===== config.mk =====
export PLATFORM = sky130hd
export DESIGN_NAME = i2s_rx_flat
export DESIGN_NICKNAME = d
export VERILOG_FILES = /design/src/rtl/i2s_pkg.sv /design/src/rtl/i2s_rx_if.sv /design/src/rtl/sync_2ff.sv /design/src/rtl/i2s_rx.sv /design/src/flat_wrapper.sv
export SDC_FILE = /design/constraint.sdc
export NUM_CORES = 1
export LEC_CHECK = 0
export BUFFER_PORTS_ARGS = -buffer_cell sky130_fd_sc_hd__buf_2
export CAP_MARGIN = 20
export CELL_PAD_IN_SITES_DETAIL_PLACEMENT = 2
export CELL_PAD_IN_SITES_GLOBAL_PLACEMENT = 2
export CORE_ASPECT_RATIO = 0.7
export CORE_MARGIN = 5
export CORE_UTILIZATION = 38
export DETAILED_ROUTE_END_ITERATION = 16
export PLACE_DENSITY_LB_ADDON = 0.1
export SYNTH_ARGS = -nofsm -noshare
export SYNTH_HDL_FRONTEND = slang
export SYNTH_SLANG_ARGS = --single-unit

===== constraint.sdc =====
create_clock -name clk_in -period 5.5 [get_ports clk_in]
set_clock_uncertainty 0.1 [all_clocks]
set_input_delay 1.375 -clock clk_in [delete_from_list [all_inputs] [get_ports clk_in]]
set_output_delay 1.375 -clock clk_in [all_outputs]
set_load 0.05 [all_outputs]

===== src/rtl/i2s_pkg.sv =====
// Shared types and constants for the I2S receiver: FSM state encoding and
// the width of the dropped-frame counter.
package i2s_pkg;

   typedef enum logic [1:0] {
      SYNC  = 2'd0,
      LEFT  = 2'd1,
      RIGHT = 2'd2
   } i2s_rx_state_t;

   localparam int I2S_OVERRUN_CNT_W = 16;

endpackage


===== src/rtl/i2s_rx_if.sv =====
// Stereo frame stream from i2s_rx to its consumer: left/right words with a
// single valid/ready pair covering both.
interface i2s_rx_if #(
   parameter int WIDTH = 24
);

   logic [WIDTH-1:0] output_l_tdata;
   logic [WIDTH-1:0] output_r_tdata;
   logic             output_tvalid;
   logic             output_tready;

   modport master (
      output output_l_tdata,
      output output_r_tdata,
      output output_tvalid,
      input  output_tready
   );

   modport slave (
      input  output_l_tdata,
      input  output_r_tdata,
      input  output_tvalid,
      output output_tready
   );

endinterface


===== src/rtl/sync_2ff.sv =====
// Single-bit two-flop synchronizer bringing an asynchronous input into the
// clk_in domain.
module sync_2ff (
   input  logic clk_in,
   input  logic rst_in,
   input  logic d,
   output logic q
);

   logic meta_q, meta_d;
   logic sync_q, sync_d;

   always_comb begin
      meta_d = d;
      sync_d = meta_q;
   end

   always_ff @(posedge clk_in) begin
      if (rst_in) begin
         meta_q <= 1'b0;
         sync_q <= 1'b0;
      end else begin
         meta_q <= meta_d;
         sync_q <= sync_d;
      end
   end

   assign q = sync_q;

endmodule


===== src/rtl/i2s_rx.sv =====
// I2S receiver: oversamples sck/ws/sd, deserializes left/right words and
// presents stereo frames on a valid/ready stream.
// Define I2S_RX_OVERRUN_CNT_EN to build the saturating dropped-frame counter.
//
// state | meaning
// SYNC  | not aligned; wait for the first ws 1->0 transition
// LEFT  | capturing the left word
// RIGHT | capturing the right word; ws 1->0 completes a frame
module i2s_rx
   import i2s_pkg::*;
#(
   parameter int WIDTH = 24
) (
   input  logic                         clk_in,
   input  logic                         rst_in,
   input  logic                         sck,
   input  logic                         ws,
   input  logic                         sd,
   i2s_rx_if.master                     m_axis,
   output logic                         locked,
   output logic [I2S_OVERRUN_CNT_W-1:0] overrun_count
);

   localparam int CNT_W = $clog2(WIDTH + 1);
   typedef logic [CNT_W-1:0] cnt_t;
   localparam cnt_t             CNT_MAX = cnt_t'(WIDTH);
   localparam logic [WIDTH-1:0] MSB_ONE = {1'b1, {(WIDTH - 1){1'b0}}};

   logic sck_s, ws_s, sd_s;

   sync_2ff u_sync_sck (.clk_in(clk_in), .rst_in(rst_in), .d(sck), .q(sck_s));
   sync_2ff u_sync_ws  (.clk_in(clk_in), .rst_in(rst_in), .d(ws),  .q(ws_s));
   sync_2ff u_sync_sd  (.clk_in(clk_in), .rst_in(rst_in), .d(sd),  .q(sd_s));

   logic             sck_prev_q, sck_prev_d;
   logic             sck_rise_q, sck_rise_d;
   logic             ws_smp_q, ws_smp_d;
   logic             sd_smp_q, sd_smp_d;
   logic             ws_prev_q, ws_prev_d;
   cnt_t             bit_cnt_q, bit_cnt_d;
   logic [WIDTH-1:0] shift_q, shift_d;
   logic [WIDTH-1:0] left_hold_q, left_hold_d;
   logic [WIDTH-1:0] out_l_q, out_l_d;
   logic [WIDTH-1:0] out_r_q, out_r_d;
   logic             tvalid_q, tvalid_d;
   i2s_rx_state_t    state_q, state_d;

   logic             word_end;
   logic             frame_done;
   logic             accept;
   logic             load;
   logic [WIDTH-1:0] shift_ins;

   // Edge and samples are registered once more so protocol work runs one
   // cycle after the synchronized rise is seen.
   always_comb begin
      sck_prev_d  = sck_s;
      sck_rise_d  = sck_s & ~sck_prev_q;
      ws_smp_d    = ws_s;
      sd_smp_d    = sd_s;
      ws_prev_d   = ws_prev_q;
      bit_cnt_d   = bit_cnt_q;
      shift_d     = shift_q;
      left_hold_d = left_hold_q;
      state_d     = state_q;
      frame_done  = 1'b0;
      word_end    = (ws_smp_q != ws_prev_q);
      shift_ins   = shift_q;

      // Each position is written at most once per word, so OR-ing is exact.
      if ((bit_cnt_q < CNT_MAX) && sd_smp_q) begin
         shift_ins = shift_q | (MSB_ONE >> bit_cnt_q);
      end

      if (sck_rise_q) begin
         ws_prev_d = ws_smp_q;
         if (word_end) begin
            bit_cnt_d = '0;
            shift_d   = '0;
         end else begin
            shift_d = shift_ins;
            if (bit_cnt_q < CNT_MAX) begin
               bit_cnt_d = bit_cnt_q + cnt_t'(1);
            end
         end

         case (state_q)
            SYNC: begin
               if (word_end && !ws_smp_q) state_d = LEFT;
            end
            LEFT: begin
               if (word_end && ws_smp_q) begin
                  left_hold_d = shift_ins;
                  state_d     = RIGHT;
               end
            end
            RIGHT: begin
               if (word_end && !ws_smp_q) begin
                  frame_done = 1'b1;
                  state_d    = LEFT;
               end
            end
            default: state_d = SYNC;
         endcase
      end
   end

   always_comb begin
      accept   = tvalid_q & m_axis.output_tready;
      load     = frame_done & (~tvalid_q | accept);
      out_l_d  = load ? left_hold_q : out_l_q;
      out_r_d  = load ? shift_ins : out_r_q;
      tvalid_d = load | (tvalid_q & ~accept);
   end

   always_ff @(posedge clk_in) begin
      if (rst_in) begin
         sck_prev_q  <= 1'b0;
         sck_rise_q  <= 1'b0;
         ws_smp_q    <= 1'b0;
         sd_smp_q    <= 1'b0;
         ws_prev_q   <= 1'b0;
         bit_cnt_q   <= '0;
         shift_q     <= '0;
         left_hold_q <= '0;
         out_l_q     <= '0;
         out_r_q     <= '0;
         tvalid_q    <= 1'b0;
         state_q     <= SYNC;
      end else begin
         sck_prev_q  <= sck_prev_d;
         sck_rise_q  <= sck_rise_d;
         ws_smp_q    <= ws_smp_d;
         sd_smp_q    <= sd_smp_d;
         ws_prev_q   <= ws_prev_d;
         bit_cnt_q   <= bit_cnt_d;
         shift_q     <= shift_d;
         left_hold_q <= left_hold_d;
         out_l_q     <= out_l_d;
         out_r_q     <= out_r_d;
         tvalid_q    <= tvalid_d;
         state_q     <= state_d;
      end
   end

`ifdef I2S_RX_OVERRUN_CNT_EN
   logic [I2S_OVERRUN_CNT_W-1:0] ovr_cnt_q, ovr_cnt_d;

   always_comb begin
      ovr_cnt_d = ovr_cnt_q;
      if (frame_done && !load && (ovr_cnt_q != '1)) begin
         ovr_cnt_d = ovr_cnt_q + 1'b1;
      end
   end

   always_ff @(posedge clk_in) begin
      if (rst_in) begin
         ovr_cnt_q <= '0;
      end else begin
         ovr_cnt_q <= ovr_cnt_d;
      end
   end

   assign overrun_count = ovr_cnt_q;
`else
   assign overrun_count = '0;
`endif

   assign m_axis.output_l_tdata = out_l_q;
   assign m_axis.output_r_tdata = out_r_q;
   assign m_axis.output_tvalid  = tvalid_q;
   assign locked                = (state_q != SYNC);

endmodule

===== src/flat_wrapper.sv =====
// flat-port wrapper written by rule: the top's interface ports become plain ports
module i2s_rx_flat import i2s_pkg::*;
#(
   parameter int WIDTH = 24
)
  (clk_in, rst_in, sck, ws, sd, locked, overrun_count, m_axis_output_l_tdata, m_axis_output_r_tdata, m_axis_output_tvalid, m_axis_output_tready);
  i2s_rx_if #(.WIDTH(WIDTH)) m_axis_i ();
  input  logic clk_in;
  input  logic rst_in;
  input  logic sck;
  input  logic ws;
  input  logic sd;
  output logic locked;
  output logic [I2S_OVERRUN_CNT_W-1:0] overrun_count;
  output wire logic [$bits(m_axis_i.output_l_tdata)-1:0] m_axis_output_l_tdata;
  output wire logic [$bits(m_axis_i.output_r_tdata)-1:0] m_axis_output_r_tdata;
  output wire logic [$bits(m_axis_i.output_tvalid)-1:0] m_axis_output_tvalid;
  input wire logic [$bits(m_axis_i.output_tready)-1:0] m_axis_output_tready;
  assign m_axis_output_l_tdata = m_axis_i.output_l_tdata;
  assign m_axis_output_r_tdata = m_axis_i.output_r_tdata;
  assign m_axis_output_tvalid = m_axis_i.output_tvalid;
  assign m_axis_i.output_tready = m_axis_output_tready;
  i2s_rx #(.WIDTH(WIDTH)) u_core (.clk_in(clk_in), .rst_in(rst_in), .sck(sck), .ws(ws), .sd(sd), .m_axis(m_axis_i), .locked(locked), .overrun_count(overrun_count));
endmodule

Yosys cells after proc, flatten, opt, wreduce, memory -nomap -nowiden
Index checks and enable logic that the tools add are counted.

Output and inout port bits: 66. Register bits: 115. Logic and storage cells: 57. Input port bits: 6.

Bitwise logic cells: 10. Reduce and logical (&&, ||, !) cells: 11. Order comparisons: 1. Equal/unequal tests: 5. Shifts and indexed selects: 1. Mux-type cells: 10. $add $sub $neg: 1.

Operators by type and width (count): $mux W24 (2); $or A24 B24 Y24 (1); $shr A24 B5 Y24 const A (1); $mux W5 (2); $reduce_and A3 Y1 (2); $add A5 B1 Y5 const B (1); $lt A5 B5 Y1 const B (1); $and A1 B1 Y1 (4); $mux W2 (2); $ne A2 B1 Y1 const B (2); $pmux W2 S2 (1); $reduce_bool A2 Y1 (2); $logic_and A1 B1 Y1 (3); $mux W1 (3); $not A1 Y1 (3); $eq A2 B1 Y1 const B (1); $eq A2 B2 Y1 const B (1); $logic_not A2 Y1 (1); $or A1 B1 Y1 (2); $reduce_and A2 Y1 (1); $reduce_or A2 Y1 (1); $logic_not A1 Y1 (1); $ne A1 B1 Y1 (1).

Longest topological paths before layout
Gate-level depths: netlist of the first run.

Depth in word-level cells: 7. Gate-level depth with buffers: 8. Mapped depth without buffers: 5.

By module
From an unflattened synthesis of the first run, not the netlist that was laid out.

Cells, all modules: 494. Area, all modules: 4777.1 um^2.

Modules (own cells, without submodules): i2s_rx (instances 1, area an instance 4619.4 um^2, sequential area each 2182.1 um^2, cells each 482); sync_2ff (instances 3, area an instance 52.6 um^2, sequential area each 40.0 um^2, cells each 4).

Worst setup path after synthesis of the first run
Ideal clock, no wire load.

Kind: input port to flip-flop. Start point: input m_axis_output_tready. End point: register u_core.out_r_q[10], in the netlist u_core.m_axis.output_r_tdata[10]. Arrival: 2.215 ns. Setup time: 0.081 ns. Stages on the path: 5. Data required time: 5.319 ns. Buffers on the path: 2. Path slack: 3.104 ns. Cells stage by stage: nand2b_1 buf_2 clkbuf_1 a21oi_1 a211oi_2.

Longest elaborated chain between the ends: 3.

Ends and longest elaborated chain: start, declared (line flat_wrapper.sv:18) `input wire logic [$bits(m_axis_i.output_tready)-1:0] m_axis_output_tready;`; $and A1 B1 Y1 (line i2s_rx.sv:109) `accept = tvalid_q & m_axis.output_tready;`; $or A1 B1 Y1 (line i2s_rx.sv:110) `load = frame_done & (~tvalid_q | accept);`; $and A1 B1 Y1 (line i2s_rx.sv:110); end signal, assigned (line i2s_rx.sv:140) `out_r_q <= out_r_d;`; end, declared (line i2s_rx.sv:44) `logic [WIDTH-1:0] out_r_q, out_r_d;`.

No other way between the ends. A chain may end at the register's enable or synchronous reset.

Worst setup path in the final report of the first run
Start point: register u_core.state_q[1]. End point: output locked.

Longest elaborated chain between the ends: 1.

Ends and longest elaborated chain: start, declared (line i2s_rx.sv:46) `i2s_rx_state_t state_q, state_d;`; start signal, assigned (line i2s_rx.sv:142) `state_q <= state_d;`; $reduce_bool A2 Y1 (line i2s_rx.sv:172) `assign locked = (state_q != SYNC);`; end, declared (line flat_wrapper.sv:13) `output logic locked;`.

No other way between the ends.

==> results of run 1 <==
## area by class of cell
cell class | instances | area, um2 | area share (%)
clock buffers | 22 | 484 | 8.68
clock inverters | 10 | 200 | 3.59
inverters | 8 | 30.0 | 0.538
multi-input cells | 320 | 2030 | 36.5
flip-flops and latches | 115 | 2300 | 41.3
well taps | 162 | 203 | 3.63
repair buffers | 61 | 323 | 5.79
## worst min path at each step
stage / from / to / slack (ns) / cells past startpoint
after global routing: u_core.sck_prev_q / u_core.sck_rise_q / 0.32 / 1
after detailed placement: u_core.sck_prev_q / u_core.sck_rise_q / 0.28 / 1
final: u_core.sck_prev_q / u_core.sck_rise_q / 0.30 / 1
after floorplan: u_core.sck_prev_q / u_core.sck_rise_q / 0.27 / 1
after global placement: u_core.sck_prev_q / u_core.sck_rise_q / 0.28 / 1
after CTS: u_core.sck_prev_q / u_core.sck_rise_q / 0.31 / 1
## cell usage in the layout, fill, tap and decap left out, types with 2 or more instances in the layout
cell       netlist  routed
a211oi_1        30      30
a211oi_2        20      20
a21bo_1         22      22
a21bo_2          2       2
a21oi_1         74      74
a31oi_1         21      21
and3_1           2       2
and3b_1          4       4
and4b_1          3       2
buf_2           20      54
buf_4           19       7
bufinv_16        0       6
clkbuf_16        0      17
clkbuf_8         0       4
clkinv_2         0       4
conb_1           1      16
dfxtp_1        115     115
ha_1             8       8
inv_1            8       8
nand3_1         25      25
nand4_1          3       3
nor2_1          53      53
nor2b_1         14      14
nor3_1           6       6
o21ai_0          5       5
## report_power, final
group	internal (mW)	total (mW)	switching, mW
registers	0.837	0.839	0.00192
clock network	0.895	1.28	0.382
logic	0.00620	0.0521	0.0458
## layer usage
layer / track usage (%) / vias up / share of wire, %
li1: - / 1802 / -
met1: 23.8 / 1886 / 46
met2: 33.8 / 58 / 50
met3: 3.94 / 15 / 2.8
met4: 7.23 / 0 / 1.2
met5: 0 / - / 0
## sequential cells by signal (all words and copies together), names as in the netlist, 2 cells and up
signal / count
u_core.left_hold_q: 24
u_core.m_axis.output_l_tdata: 24
u_core.m_axis.output_r_tdata: 24
u_core.shift_q: 24
u_core.bit_cnt_q: 5
u_core.state_q: 2
## through the flow
step	instances	power, mW
2_1_floorplan	508	0.909
3_3_place_gp	666	0.907
3_5_place_dp	666	0.908
4_1_cts	698	2.19
5_1_grt	698	2.23
6_report	698	2.17
## critical path, stage by stage (launching register included)
cell and delay [ns]:
dfxtp_1 0.34, or2_2 0.29, buf_2 0.21
## kinds of logic (layout without fill, tap and decap cells)
logic type               Yosys count  in the layout  synth area share (%)
AO/OA/AOI/OAI                    176            176                  26.7
adder cells (fa/ha/maj)            8              8                  2.13
buffers and inverters             73            101                  9.14
flip-flops                       115            115                  48.9
multiplexers                       1              1                 0.213
other                              1             16                0.0797
AND/OR/NAND/NOR                  119            119                  12.8
==> flow_summary.toml, run 1 <==
[placed_design]
gp_congestion = 0.708
placed_cell_area_um2 = 4890
pre_cts_slack_ns = 2.68
io_buffers = 55
dp_hpwl_um = 8300

[yosys]
ys_types = 36
synth-edff-count = 0
yosysWarnings = 0
yosys-top-cells-count = "115 x dfxtp_1, 74 x a21oi_1, 53 x nor2_1, 30 x a211oi_1, 25 x nand3_1"
synthArstFlopShare_pct = 0
syn_area_um2 = 4710
ys_seq_area_share_pct = 48.9
ys_ff_latch = 115
synth_top_area_cell = "dfxtp_1"
synth_top_area_share_pct = 48.9
syn_inst = 493
synth.avg_cell_area_um2 = 9.55
yosys-top-cells-area = "dfxtp_1 49%, a21oi_1 7.9%, a211oi_2 5.3%"
synth_ff_type = "dfxtp_1"
yosysMostFrequentCell = "dfxtp_1"

[global_routing]
grt_pass1_vias = 4086
grt_overflow = 0
grt_max_degree = 89
grt_pass1_wl_um = 22200
grt_antenna_before_repair = 0
grtUsageTotal_pct = 19.3

[cells_and_area]
final_util_pct = 45.4
fin_nets = 537
syn_to_final_growth_pct = 18.5
fill_cells = 1310
insertedDiodeCount = 0
drive_above_1_share_pct = 22.0
fin_area_um2 = 5580

[critical_path]
rr_endpoint = "u_core.m_axis.output_r_tdata[6]"
worstSetupEndpointType = "output pin"
ff2ff_setup_slack_ns = 3.01
crit_type = "reg -> out"
rr_worst_depth = 5
startpoint = "u_core.state_q[1]"
required_ns = 4.03
endpoint = "locked"
start_kind = "flip-flop"
crit_fanout = 5
r2r_start = "u_core.sck_rise_q"
crit_arrival_ns = 1.25

[clocking]
clockRootBuffer = "clkbuf_16"
cts_setup_buffers = 0
cts_htree_levels = 4
worstSkewPairLatency_ns = 0.40
cts_tree = "yes"
cts_max_path_buffers = 2
cts_sinks = 115
clkSlewWorstSetupHoldPaths_ns = 0.05
cts_resized = 0
postCtsHoldBufs = 0
cts_made_buffers = 17

[die]
core-area_um2 = 12300
die-height_um = 103
die_w_um = 143
num_io_pins = 72
start_util_pct = 38.3
dieArea_um2 = 14700
fp-row-count = 34

[route]
ant_nets = 0
dr.pass1.iters = 4
drt_iter0_markers = 162
wl_per_cell_um = 19.7
drc = 0
drt-total-wl_um = 13700
viasPerCell = 5.39
num_vias = 3761

[sta]
drv_slew = 0
period_minus_slack_ns = 2.72
period_share_pct = 49.5
slew_headroom_pct = 28.9
max_freq_mhz = 367
final-setup-viol-count = 0
worst_slack_ns = 2.78
rsz0062_at_grt = "no"
tightest_slew_ns = 1.07
finalHoldViolations = 0
final.setup.tns_ns = 0
finalHoldWorstSlack_ns = 0.303

[flow_run]
maxCapViolations = 0

[power]
p_per_area_nw_per_um2 = 389
power_leakage_nw = 2.13
peakVddDrop_mv = 0.250

[run_status]
run_status = "complete, no violations"

[min_path]
hp-class = "reg -> reg"
No activity file was read; power rests on OpenSTA's default activity.
==> inputs of run 2 (changes only) <==
CORE_UTILIZATION = 35   (was 38)
clock period = 2.8 ns   (was 5.5 ns; I/O delays follow)
==> flow_summary.toml, run 2 (synthesis gave the netlist of run 1 again) <==
[clocking]
cts_setup_buffers = 0
worstSkewPairLatency_ns = 0.41
postCtsHoldBufs = 0
cts_resized = 0
cts_tree = "yes"
cts_max_path_buffers = 2
cts_sinks = 115
cts_htree_levels = 4
clkSlewWorstSetupHoldPaths_ns = 0.06
cts_made_buffers = 17
clockRootBuffer = "clkbuf_16"

[die]
start_util_pct = 35.7
num_io_pins = 72
die-height_um = 107
die_w_um = 149
fp-row-count = 35
dieArea_um2 = 15900
core-area_um2 = 13200

[flow_run]
maxCapViolations = 0

[critical_path]
required_ns = 3.03
critPathSlowestCell = "buf_4"
worstSetupEndpointType = "flip-flop"
cp_cell_sequence = "inv_1 -> ha_1 -> and4b_2 -> buf_4 -> a21oi_1 -> a211oi_2"
crit_arrival_ns = 2.35
rr_worst_depth = 6
crit_fanout = 73
ff2ff_setup_slack_ns = 0.67
rr_endpoint = "u_core.m_axis.output_r_tdata[23]"
start_kind = "flip-flop"
r2r_start = "u_core.ws_smp_q"
max_stage_delay_ns = 0.63
crit_type = "reg -> reg"

[cells_and_area]
fill_cells = 1408
final_common_cell = "dfxtp_1"
final_util_pct = 42.0
fin_area_um2 = 5540
drive_above_1_share_pct = 22.3
final_cell_mix = "115 x dfxtp_1, 74 x a21oi_1, 54 x buf_2"
fin_nets = 539
insertedDiodeCount = 0
syn_to_final_growth_pct = 17.6

[power]
power_leakage_nw = 2.09
p_per_area_nw_per_um2 = 696
peakVddDrop_mv = 0.428

[sta]
final.setup.tns_ns = 0
max_freq_mhz = 470
drv_slew = 0
rsz0062_at_grt = "no"
period_minus_slack_ns = 2.13
slew_headroom_pct = 44.6
final-setup-viol-count = 0
period_share_pct = 75.9
finalHoldViolations = 0
tightest_slew_ns = 0.832

[route]
drt-total-wl_um = 13600
drt_iter0_markers = 191
num_vias = 3716
ant_nets = 0
viasPerCell = 5.14
wl_per_cell_um = 18.8
dr.pass1.iters = 4
drc = 0

[min_path]
whs_endpoint = "u_core.sck_rise_q"
holdPathStages = 1
min_from = "u_core.sck_prev_q"
hp-class = "reg -> reg"

[global_routing]
grt_pass1_vias = 3992
grtUsageTotal_pct = 17.5
grt_antenna_before_repair = 0
grt_overflow = 0
grt_pass1_wl_um = 21800
grt_max_degree = 89

[placed_design]
dp_hpwl_um = 8520
gp_congestion = 0.731
io_buffers = 55
placed_cell_area_um2 = 4960

[run_status]
run_status = "complete, no violations"
==> run 2: changes by cell type in the layout (fill, tap and decap cells not counted), sizes merged <==
cell | previous run | this run
bufinv | 6 | 1
clkinvlp | 0 | 3
clkbuf | 22 | 23
clkinv | 4 | 5
buf | 61 | 63
==> run 2: per-layer routing <==
layer  share of wire (%)  vias up  global-route usage [%]
met4                 1.3        0                    5.74
met2                  47       77                    28.3
met1                  47     1838                    22.8
li1                    -     1786                       -
met3                 4.6       15                    4.73
met5                   0        -                       0
==> run 2: through the flow <==
stage / hold WS, ns / setup slack, ns / cells / total power [mW]
finish: 0.293 / 0.674 / 723 / 3.85
CTS: 0.299 / 0.681 / 723 / 3.91
global placement: 0.276 / 0.787 / 691 / 1.79
global route: 0.307 / 0.510 / 723 / 3.98
floorplan: 0.267 / 1.08 / 508 / 1.79
detailed placement: 0.291 / 0.715 / 691 / 1.79
==> run 2: worst max path at each step <==
stage,startpoint,endpoint
floorplan,u_core.bit_cnt_q[2],u_core.bit_cnt_q[2]
global placement,u_core.ws_prev_q,u_core.m_axis.output_r_tdata[2]
detailed placement,u_core.ws_prev_q,u_core.m_axis.output_r_tdata[8]
CTS,u_core.ws_prev_q,u_core.m_axis.output_r_tdata[8]
global route,u_core.ws_smp_q,u_core.m_axis.output_r_tdata[23]
finish,u_core.ws_smp_q,u_core.m_axis.output_r_tdata[23]
==> run 2: report_power, final <==
group	leakage, nW	switching (mW)	internal (mW)	total (mW)
Combinational	0.881	0.0910	0.0152	0.106
Sequential	0.927	0.00423	1.64	1.65
Clock	0.281	0.771	1.33	2.10
Total	2.09	0.867	2.99	3.85
==> run 2: layout make-up <==
type / instances / area, um2 / area share [%]
clock inverter: 9 / 77.6 / 1.40
clock buffer: 23 / 498 / 8.99
timing repair buffer: 63 / 363 / 6.55
inverter: 8 / 30.0 / 0.542
sequential: 115 / 2300 / 41.6
tap: 185 / 231 / 4.18
multi-input combinational: 320 / 2030 / 36.7
==> run 2: worst max-delay path, delay by kind of cell (launching register included) <==
family | cells | cell delay, ns
adder cells (fa/ha/maj) | 1 | 0.18
AO/OA/AOI/OAI | 2 | 0.44
flip-flops | 1 | 0.32
buffers and inverters | 2 | 0.69
AND/OR/NAND/NOR | 1 | 0.25
